===== config.mk =====
export PLATFORM = sky130hd
export DESIGN_NAME = seq_shifter_flat
export DESIGN_NICKNAME = d
export VERILOG_FILES = /design/src/rtl/seq_shifter_if.sv /design/src/rtl/seq_shifter.sv /design/src/flat_wrapper.sv
export SDC_FILE = /design/constraint.sdc
export NUM_CORES = 1
export LEC_CHECK = 0
export BUFFER_PORTS_ARGS = -buffer_cell sky130_fd_sc_hd__buf_2
export CAP_MARGIN = 10
export CORE_MARGIN = 3
export CORE_UTILIZATION = 45
export DETAILED_ROUTE_END_ITERATION = 10
export PLACE_DENSITY = 0.78
export SYNTH_ARGS = -nofsm -noshare
export SYNTH_HDL_FRONTEND = slang
export SYNTH_SLANG_ARGS = --single-unit

===== constraint.sdc =====
create_clock -name clk -period 3.07 [get_ports clk]
set_input_delay 0.614 -clock clk [delete_from_list [all_inputs] [get_ports clk]]
set_output_delay 0.614 -clock clk [all_outputs]
set_load 0.005 [all_outputs]

===== src/rtl/seq_shifter_if.sv =====
// Request/result handshake bundle for seq_shifter.
// The master drives the command side. The slave is the shifter engine.
interface seq_shifter_if #(
  parameter int unsigned WIDTH = 32,
  parameter int unsigned AMT_W = $clog2(WIDTH) + 1
);
  logic             in_valid;
  logic             in_ready;
  logic [WIDTH-1:0] in_data;
  logic [AMT_W-1:0] in_amt;
  logic [2:0]       in_mode;
  logic             out_valid;
  logic             out_ready;
  logic [WIDTH-1:0] out_data;
  logic             out_carry;
  logic             busy;

  modport master (
    output in_valid, in_data, in_amt, in_mode, out_ready,
    input  in_ready, out_valid, out_data, out_carry, busy
  );

  modport slave (
    input  in_valid, in_data, in_amt, in_mode, out_ready,
    output in_ready, out_valid, out_data, out_carry, busy
  );
endinterface


===== src/rtl/seq_shifter.sv =====
// Multi-cycle shifter/rotator: shifts up to STEP bits per clock until the
// requested amount is consumed, then holds the result until it is taken.
module seq_shifter #(
  parameter int unsigned WIDTH = 32,
  parameter int unsigned STEP  = 1,
  parameter int unsigned AMT_W = $clog2(WIDTH) + 1
) (
  input logic          clk,
  input logic          rst,
  seq_shifter_if.slave bus
);

  localparam logic [1:0] IDLE  = 2'd0;
  localparam logic [1:0] SHIFT = 2'd1;
  localparam logic [1:0] DONE  = 2'd2;

  localparam logic [2:0] MODE_LSL = 3'b000;
  localparam logic [2:0] MODE_LSR = 3'b001;
  localparam logic [2:0] MODE_ASR = 3'b010;
  localparam logic [2:0] MODE_ROL = 3'b011;
  localparam logic [2:0] MODE_ROR = 3'b100;

  logic [1:0]       state, state_next;
  logic [WIDTH-1:0] work, work_next;
  logic [AMT_W-1:0] remaining, step_amt;
  logic [2:0]       mode;
  logic             carry, carry_next;
  logic             accept;
  logic             out_valid, out_carry;
  logic [WIDTH-1:0] out_data;

  assign bus.in_ready  = (state == IDLE);
  assign bus.busy      = (state != IDLE);
  assign bus.out_valid = out_valid;
  assign bus.out_data  = out_data;
  assign bus.out_carry = out_carry;

  assign accept   = bus.in_valid && (state == IDLE);
  assign step_amt = (remaining < AMT_W'(STEP)) ? remaining : AMT_W'(STEP);

  always_ff @(posedge clk) begin
    if (rst) state <= IDLE;
    else     state <= state_next;
  end

  always_comb begin
    state_next = state;
    case (state)
      IDLE:    if (accept) state_next = SHIFT;
      SHIFT:   if (remaining == '0) state_next = DONE;
      DONE:    if (bus.out_ready) state_next = IDLE;
      default: state_next = IDLE;
    endcase
  end

  // Unrolled chain of single-bit steps; only the first step_amt take effect.
  always_comb begin
    work_next  = work;
    carry_next = carry;
    for (int unsigned i = 0; i < STEP; i++) begin
      if (AMT_W'(i) < step_amt) begin
        case (mode)
          MODE_LSL: begin
            carry_next = work_next[WIDTH-1];
            work_next  = {work_next[WIDTH-2:0], 1'b0};
          end
          MODE_LSR: begin
            carry_next = work_next[0];
            work_next  = {1'b0, work_next[WIDTH-1:1]};
          end
          MODE_ASR: begin
            carry_next = work_next[0];
            work_next  = {work_next[WIDTH-1], work_next[WIDTH-1:1]};
          end
          MODE_ROL: begin
            carry_next = work_next[WIDTH-1];
            work_next  = {work_next[WIDTH-2:0], work_next[WIDTH-1]};
          end
          MODE_ROR: begin
            carry_next = work_next[0];
            work_next  = {work_next[0], work_next[WIDTH-1:1]};
          end
          default: ;
        endcase
      end
    end
  end

  // Reserved modes load a zero count so the operand passes straight through.
  always_ff @(posedge clk) begin
    if (rst) begin
      work      <= '0;
      mode      <= '0;
      remaining <= '0;
      carry     <= 1'b0;
      out_valid <= 1'b0;
      out_data  <= '0;
      out_carry <= 1'b0;
    end else begin
      case (state)
        IDLE: begin
          if (accept) begin
            work      <= bus.in_data;
            mode      <= bus.in_mode;
            remaining <= (bus.in_mode > MODE_ROR) ? '0 : bus.in_amt;
            carry     <= 1'b0;
          end
        end
        SHIFT: begin
          if (remaining == '0) begin
            out_valid <= 1'b1;
            out_data  <= work;
            out_carry <= carry;
          end else begin
            work      <= work_next;
            carry     <= carry_next;
            remaining <= remaining - step_amt;
          end
        end
        DONE: begin
          if (bus.out_ready) out_valid <= 1'b0;
        end
        default: ;
      endcase
    end
  end

endmodule

===== src/flat_wrapper.sv =====
// flat-port wrapper written by rule: the top's interface ports become plain ports
module seq_shifter_flat 
#(
  parameter int unsigned WIDTH = 32,
  parameter int unsigned STEP  = 1,
  parameter int unsigned AMT_W = $clog2(WIDTH) + 1
)
  (clk, rst, bus_in_valid, bus_in_data, bus_in_amt, bus_in_mode, bus_out_ready, bus_in_ready, bus_out_valid, bus_out_data, bus_out_carry, bus_busy);
  seq_shifter_if #(.WIDTH(WIDTH), .AMT_W(AMT_W)) bus_i ();
  input logic clk;
  input logic rst;
  input wire logic [$bits(bus_i.in_valid)-1:0] bus_in_valid;
  input wire logic [$bits(bus_i.in_data)-1:0] bus_in_data;
  input wire logic [$bits(bus_i.in_amt)-1:0] bus_in_amt;
  input wire logic [$bits(bus_i.in_mode)-1:0] bus_in_mode;
  input wire logic [$bits(bus_i.out_ready)-1:0] bus_out_ready;
  output wire logic [$bits(bus_i.in_ready)-1:0] bus_in_ready;
  output wire logic [$bits(bus_i.out_valid)-1:0] bus_out_valid;
  output wire logic [$bits(bus_i.out_data)-1:0] bus_out_data;
  output wire logic [$bits(bus_i.out_carry)-1:0] bus_out_carry;
  output wire logic [$bits(bus_i.busy)-1:0] bus_busy;
  assign bus_i.in_valid = bus_in_valid;
  assign bus_i.in_data = bus_in_data;
  assign bus_i.in_amt = bus_in_amt;
  assign bus_i.in_mode = bus_in_mode;
  assign bus_i.out_ready = bus_out_ready;
  assign bus_in_ready = bus_i.in_ready;
  assign bus_out_valid = bus_i.out_valid;
  assign bus_out_data = bus_i.out_data;
  assign bus_out_carry = bus_i.out_carry;
  assign bus_busy = bus_i.busy;
  seq_shifter #(.WIDTH(WIDTH), .STEP(STEP), .AMT_W(AMT_W)) u_core (.clk(clk), .rst(rst), .bus(bus_i));
endmodule

==> results of run 1 <==
-- registers in the layout (all words and copies together) (netlist names) --
register / count
u_core.bus.out_carry: 1
u_core.remaining: 6
u_core.carry: 1
u_core.bus.out_valid: 1
u_core.state: 2
u_core.work: 32
u_core.bus.out_data: 32
u_core.mode: 3
-- tightest hold or removal path, cell delays in order (launching register included) --
cell and delay (ns):
sky130_fd_sc_hd__dfxtp_1 0.31, sky130_fd_sc_hd__nand2_1 0.05, sky130_fd_sc_hd__a21oi_1 0.05
-- final cells by class --
cell class / instances / area (sq um)
Clock inverter: 6 / 61.3
Fill cell: 846 / 4120
Clock buffer: 10 / 138
Timing Repair Buffer: 93 / 498
Inverter: 4 / 15.0
Sequential cell: 78 / 1560
Tap cell: 108 / 135
Multi-Input combinational cell: 402 / 2360
-- Yosys cell counts (all sizes together), types with 4 or more instances --
cell    instances
a32o           31
nand3          35
a21oi          43
dfxtp          78
o21ai          37
a31oi          32
nand2         103
inv             4
mux2i          36
buf            17
clkbuf         30
nor2           46
nor3            4
-- power by group --
group / switching [mW] / internal, mW
logic: 0.631 / 0.446
clock network: 0.387 / 0.395
registers: 0.235 / 1.17
-- layer usage --
metal	vias to the layer above	share of wire, %	GRT usage (%)
li1	2037	-	-
met1	1964	45	31.8
met2	209	45	33.4
met3	16	8.2	5.32
met4	0	1.5	7.06
met5	-	0	0
-- path summary, 6_finish.rpt --
path,startpoint,endpoint,slack (ns),depth (start not counted)
setup reg to reg,u_core.remaining[1],u_core.bus.out_data[17],0.83,5
setup / recovery,u_core.remaining[1],u_core.bus.out_data[17],0.83,5
hold / removal,u_core.bus.out_data[22],u_core.bus.out_data[22],0.45,2
hold reg to reg,u_core.bus.out_data[22],u_core.bus.out_data[22],0.45,2
-- per-stage QoR --
stage | cell area [sq um] | std cells | worst slack, ns
detailed placement | 4570 | 685 | 0.847
floorplan | 4180 | 531 | 1.40
global route | 4770 | 701 | 0.635
finish | 4770 | 701 | 0.825
CTS | 4770 | 701 | 0.795
global placement | 4570 | 685 | 0.928
-- kinds of logic (layout without fill, tap and decap cells) --
family          count (synthesis)  count (layout)  share of synthesized area, %
simple gates                  205             205                          21.6
compound gates                157             157                          24.9
flops                          78              78                          37.4
buf+inv                        51             113                          6.50
mux                            37              37                          8.89
xor+xnor                        2               2                         0.419
fa+ha+maj                       1               1                         0.299
==> results.md, run 1 <==
- Run status: finished clean
- Pin count of the biggest net entering global routing: 66
- Number of nets in the layout: 634
- Quantity of I/O buffers inserted on ports: 80
- Unrepaired setup endpoints after global routing: no
- Final worst clock skew: 0.00707 ns
- Synth area leader: sky130_fd_sc_hd__dfxtp_1
- Violation count after the first detailed-route iteration: around 470
- Antenna violations before repair: 0
- I/O Pins: about 80
- Post-CTS Hold Fix Bufs: 0
- Per-instance average area after synthesis: 7.87 sq um
- Final worst path period need: roughly 2.2 ns
- Cell count after synthesis: 531
- Final routed wirelength across all metal layers: 11500 um
- Number of DRC violations after detailed routing: 0
- Cell-by-cell listing of the critical path: or4_4 -> nor3_4 -> buf_4 -> nand2_1 -> a21oi_1
- Number of distinct standard cells referenced by the synthesized netlist: 45
- Wire length of the first global-routing pass: between 15000 and 20000 um
- Sequential cell area fraction in the yosys report: between 30% and 40%
- Final Hold Violating Endpoints: 0
- Die area: 10500 sq um
- HPWL after detailed placement: 7520 um
- Die width: 102 um
- Number of enable-type register cells in the synthesized netlist: 0
- Finished Core Util: 53.7%
- CP Buf/Inv Count: 1
- Total standard cell area after synthesis: roughly 4200 sq um
- Most common cell after layout, fill and taps aside: sky130_fd_sc_hd__nand2_1
- Number of nets in the synthesized netlist: 577
- Number of global-route vias before repair: approximately 3800
- Pin slew with the least headroom to its limit: 0.744 ns
- Critical Path RT: 3.34 ns
- Setup TNS: 0 ns
- Area overhead of the layout relative to synthesis: 14.2%
- Dominant register cell in the synthesized netlist: sky130_fd_sc_hd__dfxtp_1
- Clk pin slew, worst setup/hold paths: 0.09 ns
- Root Buffer Master: sky130_fd_sc_hd__clkbuf_8
- # Post-CTS Setup Buffers: 0
- Power consumption: 3.27 mW
- Number of gates resized after CTS: 0
- Total core area: 8890 sq um
- Via count: 4226
- Crit-path max cell delay: around 0.64 ns
- Areal power density over the cells: 684 nW/um^2
- Leak Pwr: 1.91 nW
- Max FO, Critical Path: 18
- Worst-Skew Late Latency: 0.34 ns
- Final Hold Slack: 0.453 ns
- Post-synth top area share: 37.4%
- Overflow after GRT: 0
- Drt pass-1 iters: 5
- Number of buffers on the longest clock path: 2
- Synthesized flop and latch total: between 70 and 80
- Cell types occupying the most area after synthesis: sky130_fd_sc_hd__dfxtp_1, sky130_fd_sc_hd__nand2_1, sky130_fd_sc_hd__mux2i_1, sky130_fd_sc_hd__a32o_1, sky130_fd_sc_hd__a21oi_1
- Classification of the worst-slack hold path: reg2reg
- Highest-count cells in the layout ignoring fill and taps: sky130_fd_sc_hd__nand2_1, sky130_fd_sc_hd__buf_2, sky130_fd_sc_hd__dfxtp_1
- Crit end category: flop
- Initial standard-cell utilization of the core: around 47%
- Clock buffers created by TritonCTS: 9
- Max_slew headroom: 50.2%
- Routed len/inst: about 16 um
- DIE HEIGHT: 102 um
- Fin crit share: 73.1%
- Clock net sink count: 78
- Core Rows: 34
- CP Data Arrival Time: 2.51 ns
- GRT Overall Usage: 22.3%
- Cell at the slowest stage of the critical path: sky130_fd_sc_hd__nor3_4
- Share of final-layout standard cells stronger than drive strength 1: 21.2%
- Final antenna diode count: 0
- Crit start category: flop
- Count of final setup violators: 0
- Async set-or-reset flop fraction in the synthesized netlist: 0%
- Crit path kind: reg2reg
- Maximum level of the CTS H-tree: 3
- Global placer's final weighted congestion: 0.839
- Warning count from the yosys run: 0
- Number of max-cap violations: 0
- Remaining number of nets flagged by the antenna check after routing: 0
- Peak supply drop: 0.000403 V
- Clock tree from TritonCTS: built
- Cell family with most CP delay: simple AND/OR/NAND/NOR gates
- Top achievable clock speed: 0.445 GHz
- Number of pins exceeding their max-slew limit in the final report: 0
- Mean number of vias per cell: 6.03
Power figures use the tool's default switching activity.
==> run 2, diff against run 1 <==
- ABC_AREA: default -> 1
- PLACE_DENSITY: 0.78 -> 0.79
- clock period: 3.07 -> 2.3 ns (I/O delays scaled with it)
==> run 2 against run 1 <==
  * Largest power group unchanged
  * Largest cell class unchanged
  * Synthesized cell count grew 5.3%
  * Combinational power grew 24%
  * Flip-flop and latch count stayed put
  * Routed wire length is 17% lower
  * Maximum frequency increased by 20%
==> results.md, run 2 <==
- Run status: finished clean (unchanged)
- Async set-or-reset flop fraction in the synthesized netlist: 0% (unchanged)
- Maximum level of the CTS H-tree: 3 (unchanged)
- Dominant register cell in the synthesized netlist: sky130_fd_sc_hd__dfxtp_1 (unchanged)
- GRT Overall Usage: 20.1% (was 22.3%)
- # Post-CTS Setup Buffers: 0 (unchanged)
- Final antenna diode count: 0 (unchanged)
- Max_slew headroom: 53.7% (was 50.2%)
- Per-instance average area after synthesis: 6.76 sq um (was 7.87 sq um)
- Final worst slack: 0.430 ns (was 0.825 ns)
- Clk pin slew, worst setup/hold paths: 0.08 ns (was 0.09 ns)
- Regs by FF count: u_core.bus.out_data (32), u_core.work (32), u_core.remaining (6) (unchanged)
- Core Rows: 32 (was 34)
- Layout Cell Area excl Fill: 4410 sq um (was 4770 sq um)
- Clock net sink count: 78 (unchanged)
- Cell count after synthesis: 559 (was 531)
- Drt pass-1 iters: 5 (unchanged)
- Antenna violations before repair: 0 (unchanged)
- Mean number of vias per cell: 5.24 (was 6.03)
- Number of pins exceeding their max-slew limit in the final report: 0 (unchanged)
- Total core area: 7930 sq um (was 8890 sq um)
- Crit end category: flop (unchanged)
- Critical Path RT: 2.54 ns (was 3.34 ns)
- Number of nets in the layout: 671 (was 634)
- Number of nets in the synthesized netlist: 605 (was 577)
- Final worst clock skew: 0.00759 ns (was 0.00707 ns)
- Final routed wirelength across all metal layers: 9550 um (was 11500 um)
- Share of final-layout standard cells stronger than drive strength 1: 19.5% (was 21.2%)
- I/O Pins: 81 (unchanged)
- Remaining number of nets flagged by the antenna check after routing: 0 (unchanged)
- Clock tree from TritonCTS: built (unchanged)
- Crit path kind: reg2reg (unchanged)
- Final Hold Violating Endpoints: 0 (unchanged)
- List of most frequent post-synthesis cells: sky130_fd_sc_hd__nor2_1, sky130_fd_sc_hd__nand2_1, sky130_fd_sc_hd__o21ai_0 (was sky130_fd_sc_hd__nand2_1, sky130_fd_sc_hd__dfxtp_1, sky130_fd_sc_hd__nor2_1)
- Most common cell after layout, fill and taps aside: sky130_fd_sc_hd__nor2_1 (was sky130_fd_sc_hd__nand2_1)
- Top achievable clock speed: 0.535 GHz (was 0.445 GHz)
- Number of enable-type register cells in the synthesized netlist: 0 (unchanged)
- Quantity of I/O buffers inserted on ports: 80 (unchanged)
- Number of global-route vias before repair: 3509 (was 3779)
- Number of DRC violations after detailed routing: 0 (unchanged)
- Pin count of the biggest net entering global routing: 73 (was 66)
- Post-CTS Hold Fix Bufs: 0 (unchanged)
- Number of gates resized after CTS: 0 (unchanged)
- Overflow after GRT: 0 (unchanged)
- Final Hold Slack: 0.365 ns (was 0.453 ns)
- Total standard cell area after synthesis: 3780 sq um (was 4180 sq um)
- Synthesized flop and latch total: 78 (unchanged)
- Crit start category: flop (unchanged)
- Final worst path period need: 1.87 ns (was 2.24 ns)
- Clock buffers created by TritonCTS: 9 (unchanged)
- Setup TNS: 0 ns (unchanged)
- CP Data Arrival Time: 2.11 ns (was 2.51 ns)
- Highest-count cells in the layout ignoring fill and taps: sky130_fd_sc_hd__nor2_1, sky130_fd_sc_hd__nand2_1, sky130_fd_sc_hd__o21ai_0 (was sky130_fd_sc_hd__nand2_1, sky130_fd_sc_hd__buf_2, sky130_fd_sc_hd__dfxtp_1)
- HPWL after detailed placement: 6250 um (was 7520 um)
- Fin crit share: 81.3% (was 73.1%)
- Areal power density over the cells: 950 nW/um^2 (was 684 nW/um^2)
- DIE HEIGHT: 97.6 um (was 102 um)
- Sequential cell area fraction in the yosys report: 41.3% (was 37.4%)
- Violation count after the first detailed-route iteration: 274 (was 471)
- Peak supply drop: 0.000396 V (was 0.000403 V)
- Area overhead of the layout relative to synthesis: 16.7% (was 14.2%)
- Die width: 97.6 um (was 102 um)
- Number of distinct standard cells referenced by the synthesized netlist: 30 (was 45)
- Global placer's final weighted congestion: 0.822 (was 0.839)
- Post-synth top area share: 41.3% (was 37.4%)
- Leak Pwr: 2.11 nW (was 1.91 nW)
- Finished Core Util: 55.6% (was 53.7%)
- Die area: 9530 sq um (was 10500 sq um)
- Initial standard-cell utilization of the core: 47.7% (was 47.0%)
- Setup WS pre-CTS: 0.186 ns (was 0.847 ns)
- Number of buffers on the longest clock path: 2 (unchanged)
- Cell types occupying the most area after synthesis: sky130_fd_sc_hd__dfxtp_1, sky130_fd_sc_hd__nor2_1, sky130_fd_sc_hd__o21ai_0, sky130_fd_sc_hd__nand2_1, sky130_fd_sc_hd__a21oi_1 (was sky130_fd_sc_hd__dfxtp_1, sky130_fd_sc_hd__nand2_1, sky130_fd_sc_hd__mux2i_1, sky130_fd_sc_hd__a32o_1, sky130_fd_sc_hd__a21oi_1)
- Number of max-cap violations: 0 (unchanged)
- Unrepaired setup endpoints after global routing: no (unchanged)
- Pin slew with the least headroom to its limit: 0.687 ns (was 0.744 ns)
- Root Buffer Master: sky130_fd_sc_hd__clkbuf_8 (unchanged)
- Count of final setup violators: 0 (unchanged)
- Via count: 3833 (was 4226)
- Most common cell in the synthesized netlist: sky130_fd_sc_hd__nor2_1 (was sky130_fd_sc_hd__nand2_1)
- Warning count from the yosys run: 0 (unchanged)
- Post-Place Cell Area: 4180 sq um (was 4570 sq um)
- Max FO, Critical Path: 63 (was 18)
- Wire length of the first global-routing pass: 16200 um (was 18900 um)
- Classification of the worst-slack hold path: in2reg (was reg2reg)
- Synth area leader: sky130_fd_sc_hd__dfxtp_1 (unchanged)
- Routed len/inst: 13.0 um (was 16.4 um)
- Worst-Skew Late Latency: 0.35 ns (was 0.34 ns)
run 2: cell count changes after synthesis, moves of 4 or more:
cell / change
sky130_fd_sc_hd__o21ai_0: +44
sky130_fd_sc_hd__a31oi_1: -29
sky130_fd_sc_hd__nand3_1: -26
sky130_fd_sc_hd__buf_6: +4
sky130_fd_sc_hd__nand2_1: -20
sky130_fd_sc_hd__mux2i_1: -36
sky130_fd_sc_hd__clkbuf_1: -13
sky130_fd_sc_hd__a21oi_1: +12
sky130_fd_sc_hd__o21ai_1: +24
sky130_fd_sc_hd__inv_1: +15
sky130_fd_sc_hd__nor2_1: +103
sky130_fd_sc_hd__a32o_1: -31
run 2: cell families after synthesis:
| group | after synthesis | share of synthesized area, % |
|---|---|---|
| adders and majority gates | 1 | 0.331 |
| buffers and inverters | 59 | 7.85 |
| and+or+nand+nor | 257 | 28.3 |
| DFF | 78 | 41.3 |
| xor gates and xnor gates | 2 | 0.464 |
| AOI/OAI and AO/OA | 162 | 21.7 |
run 2: path summary, 6_finish.rpt:
path	start	slack, ns	depth (start not counted)	endpoint
hold / removal	rst	0.36	2	u_core.bus.out_valid
setup / recovery	u_core.state[0]	0.43	9	u_core.work[26]
setup reg to reg	u_core.state[0]	0.43	9	u_core.work[26]
hold reg to reg	u_core.carry	0.47	2	u_core.bus.out_carry
run 2: report_power, final:
group          total [mW]  switching [mW]  internal (mW)
clock                1.03           0.503          0.527
combinational        1.34           0.836          0.504
sequential           1.82           0.213           1.61
total                4.19            1.55           2.64
run 2: metrics by stage:
| step | total power, mW | instances |
|---|---|---|
| 3_3_place_gp | 3.12 | 712 |
| 3_5_place_dp | 3.16 | 712 |
| 6_report | 4.19 | 732 |
| 4_1_cts | 4.19 | 728 |
| 5_1_grt | 4.50 | 732 |
| 2_1_floorplan | 2.83 | 559 |
run 2: area by class of cell:
| class | count | area [sq um] |
|---|---|---|
| Fill cell | 777 | 3520 |
| Multi-Input combinational cell | 422 | 1920 |
| Sequential cell | 78 | 1560 |
| Timing Repair Buffer | 91 | 508 |
| Clock buffer | 10 | 138 |
| Tap cell | 102 | 128 |
| Inverter | 23 | 91.3 |
| Clock inverter | 6 | 61.3 |
run 2: worst max-delay path, cell delays in order, from the launching register on:
cell and delay [ns]:
sky130_fd_sc_hd__dfxtp_1 0.36, sky130_fd_sc_hd__inv_2 0.07, sky130_fd_sc_hd__nor2_4 0.30, sky130_fd_sc_hd__inv_2 0.24, sky130_fd_sc_hd__nor2_2 0.15, sky130_fd_sc_hd__nand2_1 0.10
sky130_fd_sc_hd__nand2_4 0.11, sky130_fd_sc_hd__inv_6 0.14, sky130_fd_sc_hd__o21ai_0 0.21, sky130_fd_sc_hd__nor2_1 0.07
run 2: per-layer routing:
| metal | part of all wire, % | vias to the layer above | GRT usage, % | routed length, um |
|---|---|---|---|---|
| li1 | - | 1955 | - | - |
| met1 | 46 | 1721 | 27.2 | 4360 |
| met2 | 46 | 143 | 31.6 | 4380 |
| met3 | 6.8 | 14 | 3.52 | 654 |
| met4 | 1.6 | 0 | 8.41 | 153 |
| met5 | 0 | - | 0 | 0 |
==> run 3, diff against run 2 <==
- ABC_AREA: 1 -> 0
- PLACE_DENSITY: 0.79 -> 0.78
- clock period: 2.3 -> 1.75 ns (I/O delays scaled with it)
==> run 3 against run 2 <==
  * The run now ends with negative setup slack left
  * Global-route usage grew 1.8 points
  * Routed wire length increased by 27%
  * Combinational power is 68% higher
  * First-iteration DRC count rose by 100%
  * Worst hold slack got worse by 0.093 ns
  * Critical path depth decreased by 3
  * Sequential share of layout area is 5.1 points lower
  * Sequential power up 36%
  * Non-clock buffer count grew 20
  * Clock power rose by 44%
  * Maximum frequency grew 5.5%
  * Critical endpoint is now u_core.bus.out_data[11]
  * Largest cell class unchanged
==> results.md, run 3 (synthesis gave the netlist of run 1 again) <==
- Initial standard-cell utilization of the core: 47.0% (was 47.7%)
- Number of max-cap violations: 0 (unchanged)
- Leak Pwr: 2.09 nW (was 2.11 nW)
- CP Data Arrival Time: 2.06 ns (was 2.11 ns)
- Worst R2R End: u_core.bus.out_data[11] (was u_core.work[26])
- Overflow after GRT: 0 (unchanged)
- Maximum level of the CTS H-tree: 3 (unchanged)
- Number of nets in the layout: 652 (was 671)
- Crit end category: flop (unchanged)
- Violations in the final reports: negative setup slack
- Register Area: 1570 sq um (was 1560 sq um)
- Top achievable clock speed: 0.564 GHz (was 0.535 GHz)
- Highest-count cells in the layout ignoring fill and taps: sky130_fd_sc_hd__nand2_1, sky130_fd_sc_hd__buf_2, sky130_fd_sc_hd__dfxtp_1 (was sky130_fd_sc_hd__nor2_1, sky130_fd_sc_hd__nand2_1, sky130_fd_sc_hd__o21ai_0)
- Source of the critical timing path: u_core.remaining[1] (was u_core.state[0])
- CP Buf/Inv Count: 2 (was 3)
- DIE HEIGHT: 102 um (was 97.6 um)
- Filler-free cell count of the finished design: 719 (was 732)
- GRT Overall Usage: 21.9% (was 20.1%)
- Wire length of the first global-routing pass: 18600 um (was 16200 um)
- Crit path kind: reg2reg (unchanged)
- Critical Path RT: 2.04 ns (was 2.54 ns)
- Number of global-route vias before repair: 3947 (was 3509)
- Via count: 4420 (was 3833)
- Final antenna diode count: 0 (unchanged)
- Classification of the worst-slack hold path: in2reg (unchanged)
- Reg-to-reg slack, setup: -0.02 ns (was 0.43 ns)
- Number of fill cells: 801 (was 777)
- Clock share of power: 23.8% (was 24.6%)
- Switching power total: 2.31 mW (was 1.55 mW)
- Area of combinational cells with multiple inputs: 2470 sq um (was 1920 sq um)
- Max FO, Critical Path: 8 (was 63)
- Remaining number of nets flagged by the antenna check after routing: 0 (unchanged)
- Depth of the critical timing path with buffers and inverters included: 6 (was 9)
- Number of buffers on the longest clock path: 2 (unchanged)
- Most common cell after layout, fill and taps aside: sky130_fd_sc_hd__nand2_1 (was sky130_fd_sc_hd__nor2_1)
- Peak supply drop: 0.000696 V (was 0.000396 V)
- Hold_sp: bus_in_mode[0] (was rst)
- Crit-path max cell delay: 0.57 ns (was 0.36 ns)
- Drt pass-1 iters: 5 (unchanged)
- Quantity of I/O buffers inserted on ports: 80 (unchanged)
- Count of cells along the worst register-to-register path: 6 (was 9)
- Fin crit share: 101% (was 81.3%)
- I/O Pins: 81 (unchanged)
- Total instance count after detailed placement: 696 (was 712)
- Finished Core Util: 58.2% (was 55.6%)
- Count of final setup violators: 8 (was 0)
- Post-CTS Hold Fix Bufs: 0 (unchanged)
- Final worst clock skew: 0.0121 ns (was 0.00759 ns)
- Fraction of power consumed by sequential logic: 39.9% (was 43.4%)
- Unrepaired setup endpoints after global routing: yes (was no)
- End point of the critical path: u_core.bus.out_data[11] (was u_core.work[26])
- Violation count after the first detailed-route iteration: 547 (was 274)
- HPWL after detailed placement: 7640 um (was 6250 um)
- Worst-Skew Late Latency: 0.35 ns (about the same)
- Areal power density over the cells: 1200 nW/um^2 (was 950 nW/um^2)
- Power consumption: 6.21 mW (was 4.19 mW)
- Global placer's final weighted congestion: 0.853 (was 0.822)
- Share of final-layout standard cells stronger than drive strength 1: 28.0% (was 19.5%)
- Number of pins exceeding their max-slew limit in the final report: 0 (unchanged)
- Root Buffer Master: sky130_fd_sc_hd__clkbuf_8 (unchanged)
- Area overhead of the layout relative to synthesis: 23.8% (was 16.7%)
- Cells on Worst Hold Path: 3 (was 2)
- Share of total power in combinational logic: 36.3% (was 32.0%)
- Total core area: 8890 sq um (was 7930 sq um)
- Clock tree from TritonCTS: built (unchanged)
- Final worst path period need: 1.77 ns (was 1.87 ns)
- Internal Dissipation: 3.90 mW (was 2.64 mW)
- Antenna violations before repair: 0 (unchanged)
- Run status: finished with violations (was finished clean)
- Sw Share: 37.2% (was 37.1%)
- Pin count of the biggest net entering global routing: 62 (was 73)
- Mean number of vias per cell: 6.15 (was 5.24)
- Final routed wirelength across all metal layers: 12100 um (was 9550 um)
- Regs by FF count: u_core.bus.out_data (32), u_core.work (32), u_core.remaining (6) (unchanged)
- Die area: 10500 sq um (was 9530 sq um)
- Clock net sink count: 78 (unchanged)
- Core Rows: 34 (was 32)
- Critical register-to-register path startpoint: u_core.remaining[1] (was u_core.state[0])
- Clk pin slew, worst setup/hold paths: 0.08 ns (about the same)
- Crit start category: flop (unchanged)
- Pin slew with the least headroom to its limit: 0.687 ns (about the same)
- Routed len/inst: 16.9 um (was 13.0 um)
- Cell at the slowest stage of the critical path: sky130_fd_sc_hd__or4_4 (was sky130_fd_sc_hd__dfxtp_1)
- Clock buffers created by TritonCTS: 9 (unchanged)
- Cell-by-cell listing of the critical path: or4_4 -> nor3_4 -> buf_12 -> clkbuf_16 -> nand2_2 -> a21oi_2 (was inv_2 -> nor2_4 -> inv_2 -> nor2_2 -> nand2_1 -> nand2_4 -> inv_6 -> o21ai_0 -> nor2_1)
- Number of DRC violations after detailed routing: 0 (unchanged)
- Final worst slack: -0.0223 ns (was 0.430 ns)
- Cell family with most CP delay: simple AND/OR/NAND/NOR gates (unchanged)
- Max_slew headroom: 54.1% (was 53.7%)
- Final Hold Violating Endpoints: 0 (unchanged)
- Die width: 102 um (was 97.6 um)
-- run 3: cell count changes in the layout (fill, tap and decap cells not counted), sizes merged, moves of 4 or more --
cell,before,now
clkbuf,10,14
a32o,0,31
a31oi,3,32
buf,91,108
a21oi,52,43
nor2,155,46
mux2i,0,36
nand2,87,103
nand3,10,35
inv,23,4
o21ai,105,37
-- run 3: final cells by class --
cell class | instances | area share [%]
timing repair buffer | 111 | 14.8
sequential | 78 | 30.3
clock buffer | 11 | 2.54
clock inverter | 5 | 1.62
tap | 108 | 2.61
inverter | 4 | 0.290
multi-input combinational | 402 | 47.8
-- run 3: worst min-delay path by stage --
stage	to	slack (ns)
6_report	u_core.mode[0]	0.27
5_1_grt	u_core.mode[2]	0.27
4_1_cts	u_core.mode[2]	0.26
3_5_place_dp	u_core.bus.out_data[27]	0.45
3_3_place_gp	u_core.bus.out_data[14]	0.44
2_1_floorplan	u_core.bus.out_carry	0.43
-- run 3: routing by layer --
metal  track usage, %  share of wire [%]  up-vias
li1                 -                  -     2084
met1             30.1                 44     2085
met2             33.8                 46      221
met3             4.51                8.5       30
met4             8.88                2.2        0
met5                0                  0        -
-- run 3: worst reg2reg max path, stage by stage (launching register included) --
cell	delay, ns
sky130_fd_sc_hd__dfxtp_4	0.37
sky130_fd_sc_hd__or4_4	0.58
sky130_fd_sc_hd__nor3_4	0.23
sky130_fd_sc_hd__buf_12	0.16
sky130_fd_sc_hd__clkbuf_16	0.17
sky130_fd_sc_hd__nand2_2	0.07
sky130_fd_sc_hd__a21oi_2	0.14
-- run 3: stage by stage --
stage                     area, sq um  setup WS [ns]  hold slack, ns  TNS, ns
after floorplan                  4180          0.148           0.429        0
after global routing             5170        -0.0633           0.265    -1.30
after detailed placement         4720        -0.0415           0.445   -0.607
after CTS                        4940         0.0316           0.260        0
final                            5170        -0.0223           0.272  -0.0574
after global placement           4720        0.00745           0.442        0
-- run 3: power by group through the flow --
stage	clock network, mW	logic, mW	registers, mW
6_report	1.48	2.25	2.48
5_1_grt	1.56	2.46	2.52
4_1_cts	1.50	2.01	2.45
3_5_place_dp	0	1.99	2.48
3_3_place_gp	0	1.93	2.46
2_1_floorplan	0	1.49	2.37
-- run 3: what timing repair did --
action	in CTS	in global routing
pin swaps	0	6
setup endpoints to repair	30	37
cloned	0	4
setup buffers	0	3
resized for setup	5	30
